### src/rtl/modport_gray_counter.sv
`default_nettype none
// ============================================================================
//  Module   : modport_gray_counter
//  Brief    : Free-running Gray-code counter with synchronous active-high
//             reset. The optional MODPORT_GRAY_CNT_CHECK_EN build adds a
//             sticky single-bit-transition self-check flag (gray_err).
//  Revision : 1.0  initial release
// ============================================================================
module modport_gray_counter #(
    parameter int WIDTH = 4
) (
    input  logic             clock,
    input  logic             reset,
    output logic [WIDTH-1:0] gray_count
`ifdef MODPORT_GRAY_CNT_CHECK_EN
    ,
    output logic             gray_err
`endif
);

    logic [WIDTH-1:0] r_bin_q;
    logic [WIDTH-1:0] r_gray_q;
    logic [WIDTH-1:0] w_next_gray;

    assign w_next_gray = r_bin_q ^ (r_bin_q >> 1);

    // Binary counter runs one step ahead so the Gray output is purely registered.
    always_ff @(posedge clock) begin
        if (reset) begin
            r_bin_q  <= WIDTH'(1);
            r_gray_q <= '0;
        end else begin
            r_gray_q <= w_next_gray;
            r_bin_q  <= r_bin_q + WIDTH'(1);
        end
    end

    assign gray_count = r_gray_q;

`ifdef MODPORT_GRAY_CNT_CHECK_EN
    logic [WIDTH-1:0] w_step_diff;
    logic             w_step_bad;
    logic             r_gray_err;

    // r_gray_q is the previous value relative to w_next_gray; a legal step
    // has exactly one bit set in the difference (non-zero power of two).
    assign w_step_diff = r_gray_q ^ w_next_gray;
    assign w_step_bad  = (w_step_diff == '0) ||
                         ((w_step_diff & (w_step_diff - WIDTH'(1))) != '0);

    always_ff @(posedge clock) begin
        if (reset) begin
            r_gray_err <= 1'b0;
        end else if (w_step_bad) begin
            r_gray_err <= 1'b1;
        end
    end

    assign gray_err = r_gray_err;
`endif

endmodule
`default_nettype wire

### config.mk
export PLATFORM = sky130hd
export DESIGN_NAME = modport_gray_counter
export DESIGN_NICKNAME = d
export VERILOG_FILES = /design/src/rtl/modport_gray_counter.sv
export SDC_FILE = /design/constraint.sdc
export NUM_CORES = 1
export LEC_CHECK = 0
export ABC_AREA = 1
export CAP_MARGIN = 25
export CORE_AREA = 2 2 39 41
export DETAILED_ROUTE_END_ITERATION = 8
export DIE_AREA = 0 0 41 43
export GPL_ROUTABILITY_DRIVEN = 0
export SLEW_MARGIN = 0
export SYNTH_ARGS = -nofsm -noshare
export SYNTH_HDL_FRONTEND = slang
export SYNTH_SLANG_ARGS = --single-unit
export TNS_END_PERCENT = 50
### constraint.sdc
create_clock -name clock -period 1.8 [get_ports clock]
set_clock_uncertainty 0.15 [all_clocks]
set_input_delay 0.27 -clock clock [delete_from_list [all_inputs] [get_ports clock]]
set_output_delay 0.27 -clock clock [all_outputs]
set_load 0.01 [all_outputs]
==> run_results.csv, run 1 <==
group,metric,value,unit
grt,gr-max-usage-layer,"met3",
detailed_routing,dr.first_iter.drc_count,0,
final_layout,nets,43,
setup_path,path_cells,"clkdlybuf4s50_1",
placed_design,placed_cell_area,312.8,sq um
grt,antenna_found_initial,0,
floorplan,start_util,0.1808,
floorplan,num_rows,14,
final_layout,n_antenna_cell,0,
clock_tree,numCtsBuffers,3,
setup_path,startpoint,"r_bin_q[1]",
pwr,p_per_area,1080,nW/um^2
clock_tree,cts_sinks,7,
yosys,synth_warnings,0,
final_layout,area_delta_synth_final,35.50,%
sta,hold_viol_final,0,
grt,use_met1,0.05825,
yosys,synth_nets,34,
grt,grt_overflow_total,0,
setup_path,arrival,1.14,ns
floorplan,die-area,1763,sq um
sta,finalSetupViolations,0,
detailed_routing,antenna_left,0,
yosys,syn_inst,30,
sta,period_share,0.8666,
grt,grt_use_met2,0.08438,
outcome,status,"completed",
sta,tightestPinTransition,0.1688,ns
detailed_routing,via_count,190,
final_layout,fin_cells,54,
floorplan,num_io_pins,6,
sta,slew_headroom,0.8871,
min_path,hp-start,"r_bin_q[0]",
grt,grt_pass1_wl,662,um
detailed_routing,drt_wl_total,393,um
grt,track_usage,0.07243,
final_layout,layout-drive-gt1-share,0.1053,
clock_tree,cts_resized,0,
clock_tree,cts_setup_buffers,0,
setup_path,crit_fanout,3,
clock_tree,cts_max_level,1,
grt,first_global_vias,164,
setup_path,r2r_start,"r_bin_q[2]",
sta,grt_setup_unrepaired,"false",
setup_path,ff2ff_setup_slack,0.78,ns
placed_design,place_inst,50,
final_layout,final.fill_count,152,
clock_tree,clkLatencyLatePin,0.25,ns
setup_path,worst_setup_path_end_kind,"output pin",
detailed_routing,wl_per_cell,7.278,um
setup_path,slowest_stage,"clkdlybuf4s50_1",
yosys,synth_area_leaders,"dfxtp_1 (56%), nor2_1 (12%), ha_1 (10%)",
detailed_routing,drc,0,
detailed_routing,avgViaCountPerCell,3.519,
grt,gr-usage-met3,0.09424,
grt,grt_start_max_net_pins,6,
yosys,synth_area_per_cell,8.341,sq um
floorplan,die_x,41,um
setup_path,cp.buffers_inverters,1,
sta,finalMaxSlewViolations,0,
yosys,synth_seq_area_share,0.5600,
pwr,leakagePower,0.1525,nW
setup_path,path_class,"reg -> out",
yosys,netlist_area,250.2,sq um
final_layout,stdcell_area,339.1,sq um
detailed_routing,drt_first_pass_iters,1,
yosys,yosys.area.top_type_share,0.5600,
clock_tree,clk_pin_slew_worst_paths,0.05,ns
yosys,synth_top_area_cell,"dfxtp_1",
clock_tree,ctsHoldBuffers,0,
pwr,ir_drop,0.4676,mV
placed_design,place_hpwl,284.4,um
min_path,hold_class,"reg -> reg",
floorplan,fp.dieH,43,um
run,cap_viol_max_count,0,
clock_tree,cts_tree,"yes",
yosys,synth.distinct_cells,9,
clock_tree,clock_path_buffers,2,
sta,post-route-min-period,1.560,ns
placed_design,io_buffers,5,
setup_path,required,1.38,ns
sta,fmax,641.1,MHz
setup_path,critPathMaxStageDelay,0.54,ns
final_layout,fin_util,0.2450,
sta,fin_setup_tns,0,ns
yosys,ys_seq_elements,7,
clock_tree,cts-root-buf,"clkbuf_4",
floorplan,core,1384,sq um
setup_path,crit_path_start_kind,"flop",
setup_path,cp_top_family,"buffers and inverters",
cell families (layout without fill, tap and decap cells):
kind of cell	Yosys count	count (layout)	share of synthesized area
adder cells (fa/ha/maj)	2	2	0.09998
buffers and inverters	5	13	0.08999
flip-flops	7	7	0.5600
AND/OR/NAND/NOR	15	15	0.2300
AO/OA/AOI/OAI	1	1	0.01998
state kept, by name, summed over array words and instances (netlist names):
signal / cells
r_bin_q: 4
gray_count: 3
report_power, final:
part / internal (mW) / total (mW) / switching [mW]
Sequential: 0.168 / 0.177 / 0.00887
Clock: 0.0846 / 0.143 / 0.0580
Combinational: 0.0258 / 0.0464 / 0.0206
layout by cell type (no fill, tap or decap):
| master | synthesis | layout |
|---|---|---|
| nor2_1 | 8 | 8 |
| a21oi_1 | 1 | 1 |
| ha_1 | 2 | 2 |
| inv_2 | 1 | 1 |
| clkbuf_1 | 0 | 1 |
| clkbuf_4 | 0 | 3 |
| clkdlybuf4s50_1 | 0 | 5 |
| inv_1 | 3 | 3 |
| dfxtp_1 | 7 | 7 |
| nand3_1 | 1 | 1 |
| nand2_1 | 6 | 6 |
layer usage:
metal  vias up  wire [um]
met3         2         55
met1        77        144
met4         0         10
met2         7        183
met5         -          0
li1        104          -
cell type report:
cell class	instances	area, sq um	share of cell area
tap	16	20.02	0.05904
clock buffer	4	26.28	0.07749
timing repair buffer	5	50.05	0.1476
multi-input combinational	18	87.58	0.2583
inverter	4	15.01	0.04428
sequential	7	140.1	0.4133
cell usage after synthesis:
| master | instances |
|---|---|
| inv_2 | 1 |
| buf_4 | 1 |
| nand2_1 | 6 |
| a21oi_1 | 1 |
| nor2_1 | 8 |
| nand3_1 | 1 |
| ha_1 | 2 |
| inv_1 | 3 |
| dfxtp_1 | 7 |
through the flow:
| stage | hold slack (ns) | setup slack (ns) | total power, mW |
|---|---|---|---|
| after CTS | 0.2885 | 0.2224 | 0.3750 |
| after global routing | 0.3134 | 0.1751 | 0.3927 |
| after global placement | 0.2693 | 0.5077 | 0.2268 |
| after detailed placement | 0.2756 | 0.4991 | 0.2276 |
| final | 0.2861 | 0.2401 | 0.3663 |
| after floorplan | 0.1912 | 0.8560 | 0.2079 |
path summary, 6_finish.rpt:
check / to / cells after the start
setup / recovery: gray_count[0] / 1
hold / removal: r_bin_q[0] / 1
setup reg to reg: r_bin_q[3] / 4
hold reg to reg: r_bin_q[0] / 1
(Power assumes the default switching activity.)
==> run 2, diff against run 1 <==
Settings changed: PLACE_DENSITY set to 0.37, SLEW_MARGIN 0 to 5.
==> run 2 against run 1 <==
  * Critical path depth did not move
  * Core utilization did not move
  * Die area did not move
  * Clock-buffer cell count did not move
  * Total power rose by 1.2%
  * Final cell count did not move
  * Worst hold slack got worse by 0.0073 ns
  * Sequential cell count did not move
  * Combinational power rose by 3%
  * Via count rose by 7.4%
  * Maximum frequency fell by 0.46%
  * Largest cell class unchanged
==> run_results.csv, run 2 (synthesis gave the netlist of run 1 again) <==
group,metric,value,unit
pwr,p_seq_frac,0.480,
clock_tree,cts-root-buf,"clkbuf_4",
detailed_routing,drt_wl_total,422,um
clock_tree,cts_max_level,1,
setup_path,critPathMaxStageDelay,0.54,ns
sta,fin_setup_tns,0,ns
final_layout,final_common_cell,"nor2_1",
pwr,switchingPower,91.61,uW
clock_tree,clkLatencyLatePin,0.25,ns
detailed_routing,drt_first_pass_iters,2,
setup_path,crit_path_start_kind,"flop",
pwr,leakagePower,0.1525,nW
setup_path,slowest_stage,"clkdlybuf4s50_1",
final_layout,regMostFlops,"r_bin_q",
floorplan,die-area,1763,sq um
clock_tree,clock_path_buffers,2,
grt,grt_start_max_net_pins,6,
floorplan,fp.dieH,43,um
detailed_routing,drc,0,
sta,period_share,0.8707,
setup_path,path_class,"reg -> out",
setup_path,crit_fanout,3,
floorplan,num_io_pins,6,
placed_design,io_buffers,5,
pwr,p_sw_frac,0.2471,
setup_path,worst_setup_path_end_kind,"output pin",
final_layout,layout-drive-gt1-share,0.1053,
sta,finalMaxSlewViolations,0,
grt,antenna_found_initial,0,
floorplan,die_x,41,um
final_layout,n_antenna_cell,0,
sta,grt_setup_unrepaired,"false",
pwr,p_clk_frac,0.391,
clock_tree,cts_tree,"yes",
grt,track_usage,0.06942,
placed_design,placed_cell_area,312.8,sq um
pwr,ir_drop,0.4146,mV
clock_tree,cts_sinks,7,
sta,post-route-min-period,1.567,ns
clock_tree,cts_resized,0,
run,cap_viol_max_count,0,
clock_tree,numCtsBuffers,3,
detailed_routing,wl_per_cell,7.815,um
outcome,status,"completed",
setup_path,cp_top_family,"buffers and inverters",
final_layout,nets,43,
sta,fmax,638.1,MHz
detailed_routing,via_count,204,
sta,slew_headroom,0.8838,
final_layout,stdcell_area,339.1,sq um
final_layout,final.fill_count,152,
grt,grt_overflow_total,0,
min_path,hold_class,"reg -> reg",
final_layout,fin_util,0.2450,
setup_path,required,1.38,ns
grt,grt_pass1_wl,724,um
pwr,comb_power_share,0.128,
floorplan,start_util,0.1808,
final_layout,final_cell_mix,"nor2_1 (8), dfxtp_1 (7), nand2_1 (6)",
sta,finalSetupViolations,0,
final_layout,largest_register_ff_count,4,
detailed_routing,dr.first_iter.drc_count,3,
clock_tree,clk_pin_slew_worst_paths,0.05,ns
floorplan,core,1384,sq um
detailed_routing,antenna_left,0,
pwr,p_per_area,1093,nW/um^2
floorplan,num_rows,14,
sta,tightestPinTransition,0.1738,ns
sta,hold_viol_final,0,
setup_path,cp.buffers_inverters,1,
pwr,p_int,279.1,uW
clock_tree,cts_setup_buffers,0,
setup_path,arrival,1.15,ns
clock_tree,ctsHoldBuffers,0,
detailed_routing,avgViaCountPerCell,3.778,
grt,first_global_vias,189,
setup_path,path_cells,"clkdlybuf4s50_1",
final_layout,area_delta_synth_final,35.50,%
[run 2: cell counts in the layout (fill, tap and decap cells not counted)]
Identical to the previous run, type by type.
[run 2: final timing paths]
kind	startpoint	cells after the start	slack [ns]	endpoint
setup / recovery	r_bin_q[1]	1	0.23	gray_count[0]
hold / removal	r_bin_q[0]	1	0.28	r_bin_q[0]
setup reg to reg	r_bin_q[2]	4	0.77	r_bin_q[3]
hold reg to reg	r_bin_q[0]	1	0.28	r_bin_q[0]
[run 2: stage by stage]
| step | setup WS [ns] | instances | total power, mW | hold slack (ns) |
|---|---|---|---|---|
| after detailed placement | 0.5015 | 50 | 0.2292 | 0.2681 |
| final | 0.2328 | 54 | 0.3707 | 0.2788 |
| after floorplan | 0.8560 | 30 | 0.2079 | 0.1912 |
| after global placement | 0.5067 | 50 | 0.2280 | 0.2591 |
| after global routing | 0.1623 | 54 | 0.3988 | 0.3107 |
| after CTS | 0.2212 | 54 | 0.3768 | 0.2830 |
[run 2: power groups by stage]
stage          registers (mW)  clock network [mW]  logic, mW
2_1_floorplan           0.182                   0     0.0259
3_3_place_gp            0.180                   0     0.0478
3_5_place_dp            0.181                   0     0.0484
4_1_cts                 0.178               0.150     0.0487
5_1_grt                 0.180               0.164     0.0545
6_report                0.178               0.145     0.0476
[run 2: metal layers]
metal	wire length, um	track usage
met5	0	0
met1	189	0.07443
met2	190	0.07813
met3	16	0.03141
met4	25	0.1000
[run 2: area by class of cell]
class	instances	area, sq um	share of cell area
Clock buffer	4	26.28	0.07749
Inverter	4	15.01	0.04428
Sequential cell	7	140.1	0.4133
Multi-Input combinational cell	18	87.58	0.2583
Timing Repair Buffer	5	50.05	0.1476
Tap cell	16	20.02	0.05904
==> run 3, diff against run 2 <==
Settings changed: CAP_MARGIN 25 to 0.
==> results of run 3 <==
Same layout as run 2: the final DEF is identical, and so are final timing and power.
